==> config.mk <==
export PLATFORM = sky130hd
export DESIGN_NAME = motor_speed_loop
export DESIGN_NICKNAME = d
export VERILOG_FILES = /design/src/rtl/motor_pkg.sv /design/src/rtl/motor_sat.sv /design/src/rtl/motor_speed_loop.sv
export SDC_FILE = /design/constraint.sdc
export NUM_CORES = 1
export LEC_CHECK = 0
export ABC_CLOCK_PERIOD_IN_PS = 22400
export CAP_MARGIN = 20
export CORE_MARGIN = 1.5
export CORE_UTILIZATION = 35
export DETAILED_ROUTE_END_ITERATION = 6
export PLACE_DENSITY_LB_ADDON = 0.15
export SYNTH_ARGS = -nofsm -noshare
export SYNTH_HDL_FRONTEND = slang
export SYNTH_SLANG_ARGS = --single-unit
==> constraint.sdc <==
create_clock -name sys_clk -period 22.4 [get_ports sys_clk]
set_clock_uncertainty 0.1 [all_clocks]
set_input_delay 2.24 -clock sys_clk [delete_from_list [all_inputs] [get_ports sys_clk]]
set_output_delay 2.24 -clock sys_clk [all_outputs]
set_load 0.03 [all_outputs]
==> src/rtl/motor_pkg.sv <==
// Shared widths and FSM encoding for the motor speed control loop.
package motor_pkg;

    localparam int POS_W   = 32;
    localparam int VEL_W   = 16;
    localparam int CMP_W   = 8;
    localparam int INTEG_W = 17;
    localparam int P_W     = 25;  // 9-bit zero-extended gain times 16-bit error
    localparam int I_W     = 26;  // 9-bit zero-extended gain times 17-bit integrator
    localparam int ACC_W   = 27;
    localparam int U_W     = 9;

    typedef enum logic [2:0] {
        ST_IDLE   = 3'd0,
        ST_SAMPLE = 3'd1,
        ST_ERROR  = 3'd2,
        ST_MULT   = 3'd3,
        ST_SUM    = 3'd4,
        ST_UPDATE = 3'd5
    } state_t;

endpackage

==> src/rtl/motor_sat.sv <==
// Signed saturation from IN_W to OUT_W bits; SYMMETRIC drops the most
// negative code so the range is +/-(2^(OUT_W-1)-1).
module motor_sat #(
    parameter int IN_W      = 32,
    parameter int OUT_W     = 16,
    parameter bit SYMMETRIC = 1'b0
) (
    input  logic signed [IN_W-1:0]  din,
    output logic signed [OUT_W-1:0] dout,
    output logic                    clamped
);

    localparam logic signed [IN_W-1:0] HI = $signed({{(IN_W-OUT_W+1){1'b0}}, {(OUT_W-1){1'b1}}});
    localparam logic signed [IN_W-1:0] LO = SYMMETRIC ? -HI : ~HI;

    always_comb begin
        clamped = 1'b0;
        dout    = din[OUT_W-1:0];
        if (din > HI) begin
            dout    = HI[OUT_W-1:0];
            clamped = 1'b1;
        end else if (din < LO) begin
            dout    = LO[OUT_W-1:0];
            clamped = 1'b1;
        end
    end

endmodule

==> src/rtl/motor_speed_loop.sv <==
// Sampled PI speed loop: measures encoder velocity every SAMPLE_DIV cycles and
// produces a PWM duty/direction command five cycles after each sample tick.
module motor_speed_loop
    import motor_pkg::*;
#(
    parameter int SAMPLE_DIV = 50000,
    parameter int GAIN_SHIFT = 4,
    parameter int INTEG_MAX  = 65535
) (
    input  logic              sys_clk,
    input  logic              sys_rst_n,
    input  logic [POS_W-1:0]  pos,
    input  logic [VEL_W-1:0]  target,
    input  logic [7:0]        kp,
    input  logic [7:0]        ki,
    input  logic              loop_en,
    output logic [CMP_W-1:0]  pwm_cmp,
    output logic              dir,
    output logic              en,
    output logic [VEL_W-1:0]  vel,
    output logic              sat,
    output logic              done
);

    localparam int TMR_W  = (SAMPLE_DIV > 1) ? $clog2(SAMPLE_DIV) : 1;
    localparam int ISUM_W = INTEG_W + 1;
    localparam logic [TMR_W-1:0]         TMR_LAST = TMR_W'(SAMPLE_DIV - 1);
    localparam logic signed [ISUM_W-1:0] IMAX     = ISUM_W'(INTEG_MAX);
    localparam logic signed [ISUM_W-1:0] IMIN     = -IMAX;

    logic [TMR_W-1:0] timer;
    logic             tick;
    state_t           state_q, state_d;
    logic             ld_vel, ld_err, ld_mult, ld_out;

    logic [POS_W-1:0]          prev_pos;
    logic signed [POS_W-1:0]   delta;
    logic signed [VEL_W-1:0]   vel_next;
    logic signed [VEL_W:0]     err_wide;
    logic signed [VEL_W-1:0]   err_next, err_q;
    logic signed [INTEG_W-1:0] integ, integ_next_c, integ_next_q;
    logic signed [ISUM_W-1:0]  integ_sum;
    logic signed [P_W-1:0]     p_next, p_q;
    logic signed [I_W-1:0]     i_next, i_q;
    logic signed [ACC_W-1:0]   acc, u_sh;
    logic signed [U_W-1:0]     u;
    logic [U_W-1:0]            u_neg;
    logic [CMP_W-1:0]          u_abs;
    logic                      u_clamped;
    logic                      unused_vel_clamp, unused_err_clamp;

    assign tick = (timer == TMR_LAST);

    always_ff @(posedge sys_clk or negedge sys_rst_n) begin
        if (!sys_rst_n) begin
            timer   <= '0;
            state_q <= ST_IDLE;
        end else begin
            timer   <= tick ? '0 : timer + TMR_W'(1);
            state_q <= state_d;
        end
    end

    // Ticks outside IDLE are dropped; SAMPLE_DIV >= 6 guarantees none occur.
    always_comb begin
        state_d = state_q;
        case (state_q)
            ST_IDLE:   if (tick) state_d = ST_SAMPLE;
            ST_SAMPLE: state_d = ST_ERROR;
            ST_ERROR:  state_d = ST_MULT;
            ST_MULT:   state_d = ST_SUM;
            ST_SUM:    state_d = ST_UPDATE;
            ST_UPDATE: state_d = ST_IDLE;
            default:   state_d = ST_IDLE;
        endcase
    end

    always_comb begin
        ld_vel  = 1'b0;
        ld_err  = 1'b0;
        ld_mult = 1'b0;
        ld_out  = 1'b0;
        case (state_q)
            ST_SAMPLE: ld_vel  = 1'b1;
            ST_ERROR:  ld_err  = 1'b1;
            ST_MULT:   ld_mult = 1'b1;
            ST_SUM:    ld_out  = 1'b1;
            default:   ;
        endcase
    end

    assign delta    = $signed(pos - prev_pos);
    assign err_wide = $signed({target[VEL_W-1], target}) - $signed({vel[VEL_W-1], vel});
    assign p_next   = P_W'($signed({1'b0, kp})) * P_W'(err_q);
    assign integ_sum = ISUM_W'(integ) + ISUM_W'(err_q);

    always_comb begin
        integ_next_c = integ_sum[INTEG_W-1:0];
        if (integ_sum > IMAX)
            integ_next_c = IMAX[INTEG_W-1:0];
        else if (integ_sum < IMIN)
            integ_next_c = IMIN[INTEG_W-1:0];
    end

    assign i_next = I_W'($signed({1'b0, ki})) * I_W'(integ_next_c);
    assign acc    = ACC_W'(p_q) + ACC_W'(i_q);
    assign u_sh   = acc >>> GAIN_SHIFT;
    assign u_neg  = U_W'(-u);
    assign u_abs  = u[U_W-1] ? u_neg[CMP_W-1:0] : u[CMP_W-1:0];

    motor_sat #(.IN_W(POS_W), .OUT_W(VEL_W), .SYMMETRIC(1'b0)) u_sat_vel (
        .din(delta), .dout(vel_next), .clamped(unused_vel_clamp)
    );
    motor_sat #(.IN_W(VEL_W + 1), .OUT_W(VEL_W), .SYMMETRIC(1'b0)) u_sat_err (
        .din(err_wide), .dout(err_next), .clamped(unused_err_clamp)
    );
    motor_sat #(.IN_W(ACC_W), .OUT_W(U_W), .SYMMETRIC(1'b1)) u_sat_u (
        .din(u_sh), .dout(u), .clamped(u_clamped)
    );

    always_ff @(posedge sys_clk or negedge sys_rst_n) begin
        if (!sys_rst_n) begin
            prev_pos     <= '0;
            vel          <= '0;
            err_q        <= '0;
            p_q          <= '0;
            i_q          <= '0;
            integ_next_q <= '0;
        end else begin
            if (ld_vel) begin
                vel      <= vel_next;
                prev_pos <= pos;
            end
            if (ld_err)
                err_q <= err_next;
            if (ld_mult) begin
                p_q          <= p_next;
                i_q          <= i_next;
                integ_next_q <= integ_next_c;
            end
        end
    end

    // Disabling the loop zeroes the drive within one cycle, whatever the FSM is doing.
    always_ff @(posedge sys_clk or negedge sys_rst_n) begin
        if (!sys_rst_n) begin
            integ   <= '0;
            pwm_cmp <= '0;
            dir     <= 1'b0;
            en      <= 1'b0;
            sat     <= 1'b0;
            done    <= 1'b0;
        end else begin
            done <= ld_out;
            if (ld_out) begin
                sat     <= u_clamped;
                dir     <= u[U_W-1];
                pwm_cmp <= u_abs;
                en      <= (u != '0);
            end
            if (!loop_en) begin
                integ   <= '0;
                pwm_cmp <= '0;
                en      <= 1'b0;
            end else if (ld_out && !u_clamped) begin
                integ <= integ_next_q;
            end
        end
    end

endmodule

==> results of run 1 <==
cells by family after synthesis:
logic type	share of synthesized area (%)
xor gates and xnor gates	4.61
adders and majority gates	31.2
DFF	20.4
AOI/OAI and AO/OA	15.9
buffers and inverters	8.24
and+or+nand+nor	19.1
muxes	0.568
cell type report:
| class | instances | area (um2) | share of cell area, % |
|---|---|---|---|
| Tap cell | 837 | 1050 | 4.30 |
| Inverter | 383 | 1440 | 5.90 |
| Sequential cell | 180 | 4500 | 18.5 |
| Multi-Input combinational cell | 1897 | 15700 | 64.5 |
| Timing Repair Buffer | 107 | 1040 | 4.28 |
| Clock inverter | 15 | 194 | 0.796 |
| Clock buffer | 17 | 425 | 1.75 |
critical path, delay by kind of cell (launching register included):
kind / cells / cell delay (ps)
compound gates: 16 / 4750
fa+ha+maj: 7 / 2550
simple gates: 4 / 860
flops: 1 / 490
xor+xnor: 2 / 300
buf+inv: 4 / 260
Yosys cell counts, types with 42 or more instances:
library cell  number  area (um2)
a21o_1            43         323
a21oi_1          106         531
and2_1           122         763
and3_1            46         288
clkbuf_1          66         248
dfrtp_1          180        4500
fa_1             213        4260
ha_1             193        2410
inv_1            382        1430
nand2_1          315        1180
nand3_1           61         305
nor2_1            75         282
nor3_1            43         215
o21ai_0          156         781
xnor2_1           74         648
xor2_1            42         368
metal layers:
metal / track usage, % / share of wire (%)
met1: 23.1 / 45
met2: 32.5 / 49
met3: 2.92 / 3.4
met4: 5.94 / 2.4
met5: 0 / 0
flip-flops by register name, indices dropped and copies added (netlist names):
signal,cells
timer,16
en,1
pwm_cmp,8
integ,17
prev_pos,32
i_q,26
p_q,25
vel,16
err_q,16
dir,1
done,1
integ_next_q,17
state_q,3
sat,1
power by group:
group | internal, uW | switching, uW | leakage (uW)
clock | 170 | 155 | 0.000300
combinational | 649 | 926 | 0.00965
sequential | 325 | 0.439 | 0.00191
total | 1140 | 1080 | 0.0119
metrics by stage:
step / util, % / worst slack, ps / total power (uW)
after floorplan: - / 14170 / 1490
after detailed placement: 38.3 / 12340 / 1920
final: 39.3 / 12940 / 2220
after CTS: 39.3 / 12320 / 2260
after global routing: 39.3 / 12080 / 2470
after global placement: 38.3 / 12620 / 1900
worst paths after layout:
kind,from,endpoint,slack [ps]
worst max-delay path,err_q[0],i_q[25],12940
worst min-delay path,timer[0],timer[0],370
worst max register to register,err_q[0],i_q[25],12940
worst min register to register,timer[0],timer[0],370
max in group asynchronous,sys_rst_n,pwm_cmp[3],18590
min in group asynchronous,sys_rst_n,prev_pos[6],1670
==> impl_results.md, run 1 <==
- Die Ht: 254 um
- Period utilization: 42.2%
- Sequential element share of the synthesized area: 20.4%
- First-pass GRT wire length: 94.4 mm
- Worst-Margin Slew: 1110 ps
- Synth warnings: 0
- DR DRC count: 0
- Grt ovf: 0
- WP data arrival: 9670 ps
- Fillers: 6378
- Number of synthesized flops with an enable pin: 0
- Largest net degree at the start of global routing: 106
- Post-route minimum period: 9460 ps
- Hold depth: 1
- Dominant synthesized flop cell: dfrtp_1
- Most common cell after layout, fill and taps aside: inv_1
- Layout area overhead: 10.6%
- Average wire per standard cell: 16.7 um
- H-tree depth: 4
- Drt total wl: 57.2 mm
- Starting Density: 35.6%
- Relative slew slack: 25.6%
- Crit-path max FO: 10
- Pwr/cell area: 91.3 nW/um2
- Outcome: finished, final reports clean
- Most frequent cells in the layout: inv_1, nand2_1, fa_1, ha_1, dfrtp_1
- Hold Fails Final Rpt: 0
- CP required: 22610 ps
- Leak Pwr: 0.0119 uW
- Die area: 64500 um2
- Core area: 61900 um2
- DR vias: 17500
- # diodes: 0
- RSZ-0062 raised after global routing: false
- DR iter-0 viols: 805
- Hold slack: 369 ps
- Finished Cell Area: 24400 um2
- TritonRoute pass-1 iters: 5
- Placed wire-length estimate: 46.1 mm
- Post-DP Area: 23700 um2
- Reg2Reg Depth: 33
- Crit. End Element: register
- Post-synthesis async set-or-reset flop share: 100%
- CTS Buffer Depth: 2
- Net count, final: 3059
- # hold bufs at CTS: 0
- Final setup fails: 0
- Synthesized flop and latch total: 180
- Gpl congestion: 0.872
- Port Buffers: 94
- Post-CTS Setup Bufs: 0
- Mapped cell area: 22000 um2
- Die X: 254 um
- Worst setup path class: register to register
- CTS Sinks: 180
- Worst Hold Class: register to register
- GRT Util Overall: 18.5%
- # rows: 91
- Startpoint Class: register
- CTS tree: built
- CP max stage cell: a31oi_1
- Worst-Skew Late Latency: 480 ps
- # placed instances: 3402
- Post-DRT Antenna Nets: 0
- Fin Setup TNS: 0 ps
- Vias per inst: 5.08
- Max-cap viol count: 0
- VDD IR-drop max: 57.5 uV
- Max Clk Rate: 0.106 GHz
- CTS root buf: clkbuf_16
- Post-synthesis cell type count: 96
- Synthesized instance count: 2543
- Reg clk slew, reported paths: 80 ps
- Syn nets: 3016
- Num CTS Buffers: 17
- CP peak stage delay: 700 ps
- Post-cts repair resize count: 0
- Syn_area_per_cell: 8.66 um2
- Antenna violations before repair: 0
- Fraction of layout cells with a size suffix above 1: 3.69%
- Num ports: 95
- Final slew viol count: 0
- Vias in the first global route: 18100
- Finished Layout Cells: 3436
Note: power is estimated with default switching activity, not from simulation.
==> run 2: changes to the inputs <==
--- a/config.mk
+++ b/config.mk
@@ -5,7 +5,7 @@
 export SDC_FILE = /design/constraint.sdc
 export NUM_CORES = 1
 export LEC_CHECK = 0
-export ABC_CLOCK_PERIOD_IN_PS = 22400
+export ABC_CLOCK_PERIOD_IN_PS = 9800
 export CAP_MARGIN = 20
 export CORE_MARGIN = 1.5
 export CORE_UTILIZATION = 35
==> constraint.sdc (replaced) <==
create_clock -name sys_clk -period 9.8 [get_ports sys_clk]
set_clock_uncertainty 0.1 [all_clocks]
set_input_delay 0.98 -clock sys_clk [delete_from_list [all_inputs] [get_ports sys_clk]]
set_output_delay 0.98 -clock sys_clk [all_outputs]
set_load 0.03 [all_outputs]
==> impl_results.md, run 2 (same netlist as run 1, synthesis figures left out) <==
- Leak Pwr: 0.0119 uW (+0.26%)
- # diodes: 0 (unchanged)
- Post-DRT Antenna Nets: 0 (unchanged)
- TritonRoute pass-1 iters: 5 (unchanged)
- Max-cap viol count: 0 (unchanged)
- Die X: 254 um (unchanged)
- Reg clk slew, reported paths: 80 ps (about the same)
- Fillers: 6347 (-0.49%)
- Core area: 61900 um2 (unchanged)
- Crit-path max FO: 22 (+12)
- Largest register FFs: 32 (unchanged)
- # rows: 91 (unchanged)
- Place WS: 589 ps (-11750 ps)
- First-pass GRT wire length: 95.8 mm (+1.5%)
- Fraction of layout cells with a size suffix above 1: 3.95% (+0.26 points)
- Layout area overhead: 10.8%
- CTS Sinks: 180 (unchanged)
- Final WS setup: 686 ps (-12260 ps)
- Largest net degree at the start of global routing: 107 (+0.94%)
- WP data arrival: 9340 ps (-330 ps)
- Most common cell after layout, fill and taps aside: inv_1
- DR DRC count: 0 (unchanged)
- Final cell utilization of the core: 39.4% (+0.069 points)
- Net count, final: 3066 (+0.23%)
- Gpl congestion: 0.859 (-1.5%)
- Post-cts repair resize count: 0 (unchanged)
- Drt total wl: 57.2 mm (-0.13%)
- CTS Buffer Depth: 2 (unchanged)
- Relative slew slack: 27.5% (+1.8 points)
- Antenna violations before repair: 0 (unchanged)
- Period utilization: 93.0% (+51 points)
- Vias in the first global route: 18300 (+1.5%)
- CP peak stage delay: 570 ps (-130 ps)
- Port Buffers: 94 (unchanged)
- CTS tree: built
- Final setup fails: 0 (unchanged)
- Die area: 64500 um2 (unchanged)
- Most frequent cells in the layout: inv_1, nand2_1, fa_1, ha_1, dfrtp_1
- Pwr/cell area: 205 nW/um2 (+130%)
- Startpoint Class: register
- DR iter-0 viols: 987 (+23%)
- # hold bufs at CTS: 0 (unchanged)
- CP max stage cell: fa_1
- Max Clk Rate: 0.110 GHz (+3.8%)
- Hold Fails Final Rpt: 0 (unchanged)
- GRT Util Overall: 18.6% (+0.11 points)
- H-tree depth: 4 (unchanged)
- Post-CTS Setup Bufs: 0 (unchanged)
- Placed wire-length estimate: 45.8 mm (-0.73%)
- Vias per inst: 5.11 (+0.51%)
- Num ports: 95 (unchanged)
- Reg with most FFs: prev_pos
- CTS root buf: clkbuf_16
- Fin Setup TNS: 0 ps (unchanged)
- Post-route minimum period: 9110 ps (-344 ps)
- Crit. End Element: register
- RSZ-0062 raised after global routing: false
- Final slew viol count: 0 (unchanged)
- Die Ht: 254 um (unchanged)
- Average wire per standard cell: 16.6 um (-0.33%)
- DR vias: 17600 (+0.71%)
- Num CTS Buffers: 17 (unchanged)
- Regs by FF count: prev_pos: 32 flops, i_q: 26 flops, p_q: 25 flops
- VDD IR-drop max: 153 uV (+170%)
- Grt ovf: 0 (unchanged)
- Worst-Skew Late Latency: 490 ps (about the same)
- Worst-Margin Slew: 1080 ps (-27.5 ps)
- CP required: 10030 ps (-12580 ps)
- Worst setup path class: register to register
- Worst Hold Class: register to register
- Outcome: finished, final reports clean
- Starting Density: 35.6% (unchanged)
## run 2: cell types whose count changed in the layout (fill, tap and decap cells not counted)
cell	change
a21boi_1	+1
clkinv_8	-1
inv_6	-3
buf_4	+8
bufinv_16	-1
a21boi_0	-1
a2111oi_1	+1
inv_12	+1
clkbuf_4	-1
a2111oi_0	-1
inv_8	+4
## run 2: routing by layer
layer / track usage [%] / vias up / wire, um
met4: 5.53 / 0 / 1250
li1: - / 8611 / -
met1: 24.1 / 8651 / 26500
met3: 2.02 / 60 / 1410
met5: 0 / - / 0
met2: 32.7 / 262 / 28000
## run 2: path summary, 6_finish.rpt
check                                    to  startpoint  slack (ps)  depth (start not counted)
worst max-delay path                i_q[25]    err_q[1]         690                         29
worst min-delay path               timer[0]    timer[0]         370                          1
worst max register to register      i_q[25]    err_q[1]         690                         29
worst min register to register     timer[0]    timer[0]         370                          1
max in group asynchronous           i_q[17]   sys_rst_n        7550                          2
min in group asynchronous       prev_pos[6]   sys_rst_n         500                          1
## run 2: stage by stage
| stage | instance area [um2] | total power (uW) | cells | hold slack (ps) |
|---|---|---|---|---|
| 3_5_place_dp | 23800 | 4330 | 3411 | 352 |
| 5_1_grt | 24400 | 5600 | 3443 | 397 |
| 4_1_cts | 24400 | 5100 | 3443 | 369 |
| 2_1_floorplan | 22000 | 3400 | 2543 | 333 |
| 3_3_place_gp | 23800 | 4290 | 3410 | 351 |
| 6_report | 24400 | 5010 | 3443 | 367 |
## run 2: layout make-up
| cell class | instances | area, um2 | area share (%) |
|---|---|---|---|
| tap | 837 | 1050 | 4.29 |
| sequential | 180 | 4500 | 18.5 |
| multi-input combinational | 1897 | 15700 | 64.4 |
| clock buffer | 17 | 425 | 1.74 |
| clock inverter | 15 | 183 | 0.749 |
| timing repair buffer | 114 | 1090 | 4.49 |
| inverter | 383 | 1440 | 5.89 |
## run 2: worst max-delay path: cells and delay by family, from the launching register on
kind	cells	cell delay, ps
fa+ha+maj	6	2640
xor+xnor	1	130
flops	1	500
compound gates	15	4080
simple gates	4	1140
buf+inv	3	390
## run 2: power by group
| group | leakage [uW] | internal, uW | switching (uW) |
|---|---|---|---|
| sequential | 0.00191 | 742 | 1.05 |
| combinational | 0.00968 | 1480 | 2060 |
| clock | 0.000297 | 368 | 364 |
| total | 0.0119 | 2590 | 2420 |
==> run 3: changes to the inputs <==
--- a/config.mk
+++ b/config.mk
@@ -7,7 +7,7 @@
 export LEC_CHECK = 0
 export ABC_CLOCK_PERIOD_IN_PS = 9800
 export CAP_MARGIN = 20
-export CORE_MARGIN = 1.5
+export CORE_MARGIN = 3
 export CORE_UTILIZATION = 35
 export DETAILED_ROUTE_END_ITERATION = 6
 export PLACE_DENSITY_LB_ADDON = 0.15
==> impl_results.md, run 3 (same netlist as run 1, synthesis figures left out) <==
- CP peak stage delay: 530 ps (-40 ps)
- CTS Sinks: 180 (unchanged)
- CTS Buffer Depth: 2 (unchanged)
- GRT Max-Usage Layer: met2
- Max-cap viol count: 0 (unchanged)
- Crit-path max FO: 17 (-23%)
- Startpoint Class: register
- Placed wire-length estimate: 46.0 mm (+0.45%)
- WP data arrival: 9250 ps (-90 ps)
- Net count, final: 3069 (+0.098%)
- Final setup fails: 0 (unchanged)
- Post-cts repair resize count: 0 (unchanged)
- H-tree depth: 4 (unchanged)
- Final WS setup: 772 ps (+86.5 ps)
- Relative slew slack: 26.9% (-0.55 points)
- # rows: 91 (unchanged)
- CP required: 10020 ps (about the same)
- Period utilization: 92.1% (-0.88 points)
- DR iter-0 viols: 890 (-9.8%)
- Met2 Usage GRT: 31.4% (-1.2 points)
- VDD IR-drop max: 168 uV (+9.8%)
- Die X: 257 um (+1.2%)
- TritonRoute pass-1 iters: 5 (unchanged)
- Drt total wl: 57.8 mm (+1.2%)
- Post-CTS Setup Bufs: 0 (unchanged)
- # diodes: 0 (unchanged)
- # hold bufs at CTS: 0 (unchanged)
- Layout area overhead: 10.8% (about the same)
- Worst setup path class: register to register
- Hold Fails Final Rpt: 0 (unchanged)
- Max Clk Rate: 0.111 GHz (+0.96%)
- Gpl congestion: 0.856 (-0.33%)
- FF-to-FF setup slack: 770 ps (+90 ps)
- Final slew viol count: 0 (unchanged)
- Vias per inst: 5.08 (-0.62%)
- Fillers: 6367 (+0.32%)
- Largest register FFs: 32 (unchanged)
- Average wire per standard cell: 16.8 um (+1.1%)
- RSZ-0062 raised after global routing: false
- Post-DRT Antenna Nets: 0 (unchanged)
- CTS tree: built
- DR DRC count: 0 (unchanged)
- DR vias: 17500 (-0.53%)
- Num ports: 95 (unchanged)
- Regs by FF count: prev_pos: 32 flops, i_q: 26 flops, p_q: 25 flops
- Met3 usage: 2.57% (+0.55 points)
- Leak Pwr: 0.0119 uW (about the same)
- Reg clk slew, reported paths: 70 ps (about the same)
- Outcome: finished, final reports clean
- First-pass GRT wire length: 96.8 mm (+1.0%)
- Largest net degree at the start of global routing: 109 (+1.9%)
- Crit. End Element: register
- Die area: 66000 um2 (+2.4%)
- Die Ht: 257 um (+1.2%)
- Vias in the first global route: 18300 (-0.37%)
- Most frequent cells in the layout: inv_1, nand2_1, fa_1, ha_1, dfrtp_1
- Fin Setup TNS: 0 ps (unchanged)
- GRT Util Overall: 18.1% (-0.53 points)
- Worst Hold Class: register to register
- Grt ovf: 0 (unchanged)
- Num CTS Buffers: 17 (unchanged)
- Most common cell after layout, fill and taps aside: inv_1
- Port Buffers: 94 (unchanged)
- Post-route minimum period: 9030 ps (-86.5 ps)
- CP max stage cell: or4_1
- Starting Density: 35.6% (unchanged)
- Antenna violations before repair: 0 (unchanged)
- Core area: 61900 um2 (unchanged)
- Fraction of layout cells with a size suffix above 1: 4.14% (+0.19 points)
- CTS root buf: clkbuf_16
- Reg with most FFs: prev_pos
- Place WS: 643 ps (+53.8 ps)
- Worst-Margin Slew: 1100 ps (+15.5 ps)
- Met1 Track Usage GR: 23.4% (-0.65 points)
- Worst-Skew Late Latency: 480 ps (about the same)
- Pwr/cell area: 204 nW/um2 (-0.69%)
[run 3: per-layer routing]
layer  share of wire, %  routed length [um]  vias up
li1                   -                   -     8614
met1                 46               26500     8518
met2                 49               28200      295
met3                3.2                1850       64
met4                2.3                1300        0
met5                  0                   0        -
[run 3: layout make-up]
type / count / area, um2 / share of cell area [%]
clock inverter: 15 / 163 / 0.666
sequential: 180 / 4500 / 18.5
multi-input combinational: 1897 / 15700 / 64.4
tap: 837 / 1050 / 4.29
inverter: 383 / 1440 / 5.89
clock buffer: 17 / 425 / 1.74
timing repair buffer: 117 / 1120 / 4.58
[run 3: where the power goes]
group          switching (uW)  internal [uW]  total [uW]
logic                    2050           1480        3530
clock network             365            342         706
registers                1.06            742         744
[run 3: critical path: cells and delay by family (launching register included)]
kind            cells  cell delay (ps)
fa+ha+maj           7             2880
compound gates     11             2740
simple gates        7             2020
flops               1              500
buf+inv             6              460
xor+xnor            1              150
[run 3: stage by stage]
step           hold WS [ps]  cells  utilization, %  instance area [um2]  power [uW]
2_1_floorplan           333   2543               -                22000        3400
3_3_place_gp            350   3412            38.4                23800        4300
3_5_place_dp            353   3413            38.4                23800        4320
4_1_cts                 364   3445            39.4                24400        5060
5_1_grt                 395   3446            39.4                24400        5550
6_report                362   3446            39.4                24400        4980
[run 3: final timing paths]
kind                       startpoint           end  cells past startpoint
hold reg to reg              timer[0]      timer[0]                      1
min in group asynchronous   sys_rst_n  prev_pos[13]                      1
max in group asynchronous   sys_rst_n       i_q[23]                      2
hold / removal               timer[0]      timer[0]                      1
setup reg to reg             err_q[0]       i_q[25]                     32
setup / recovery             err_q[0]       i_q[25]                     32
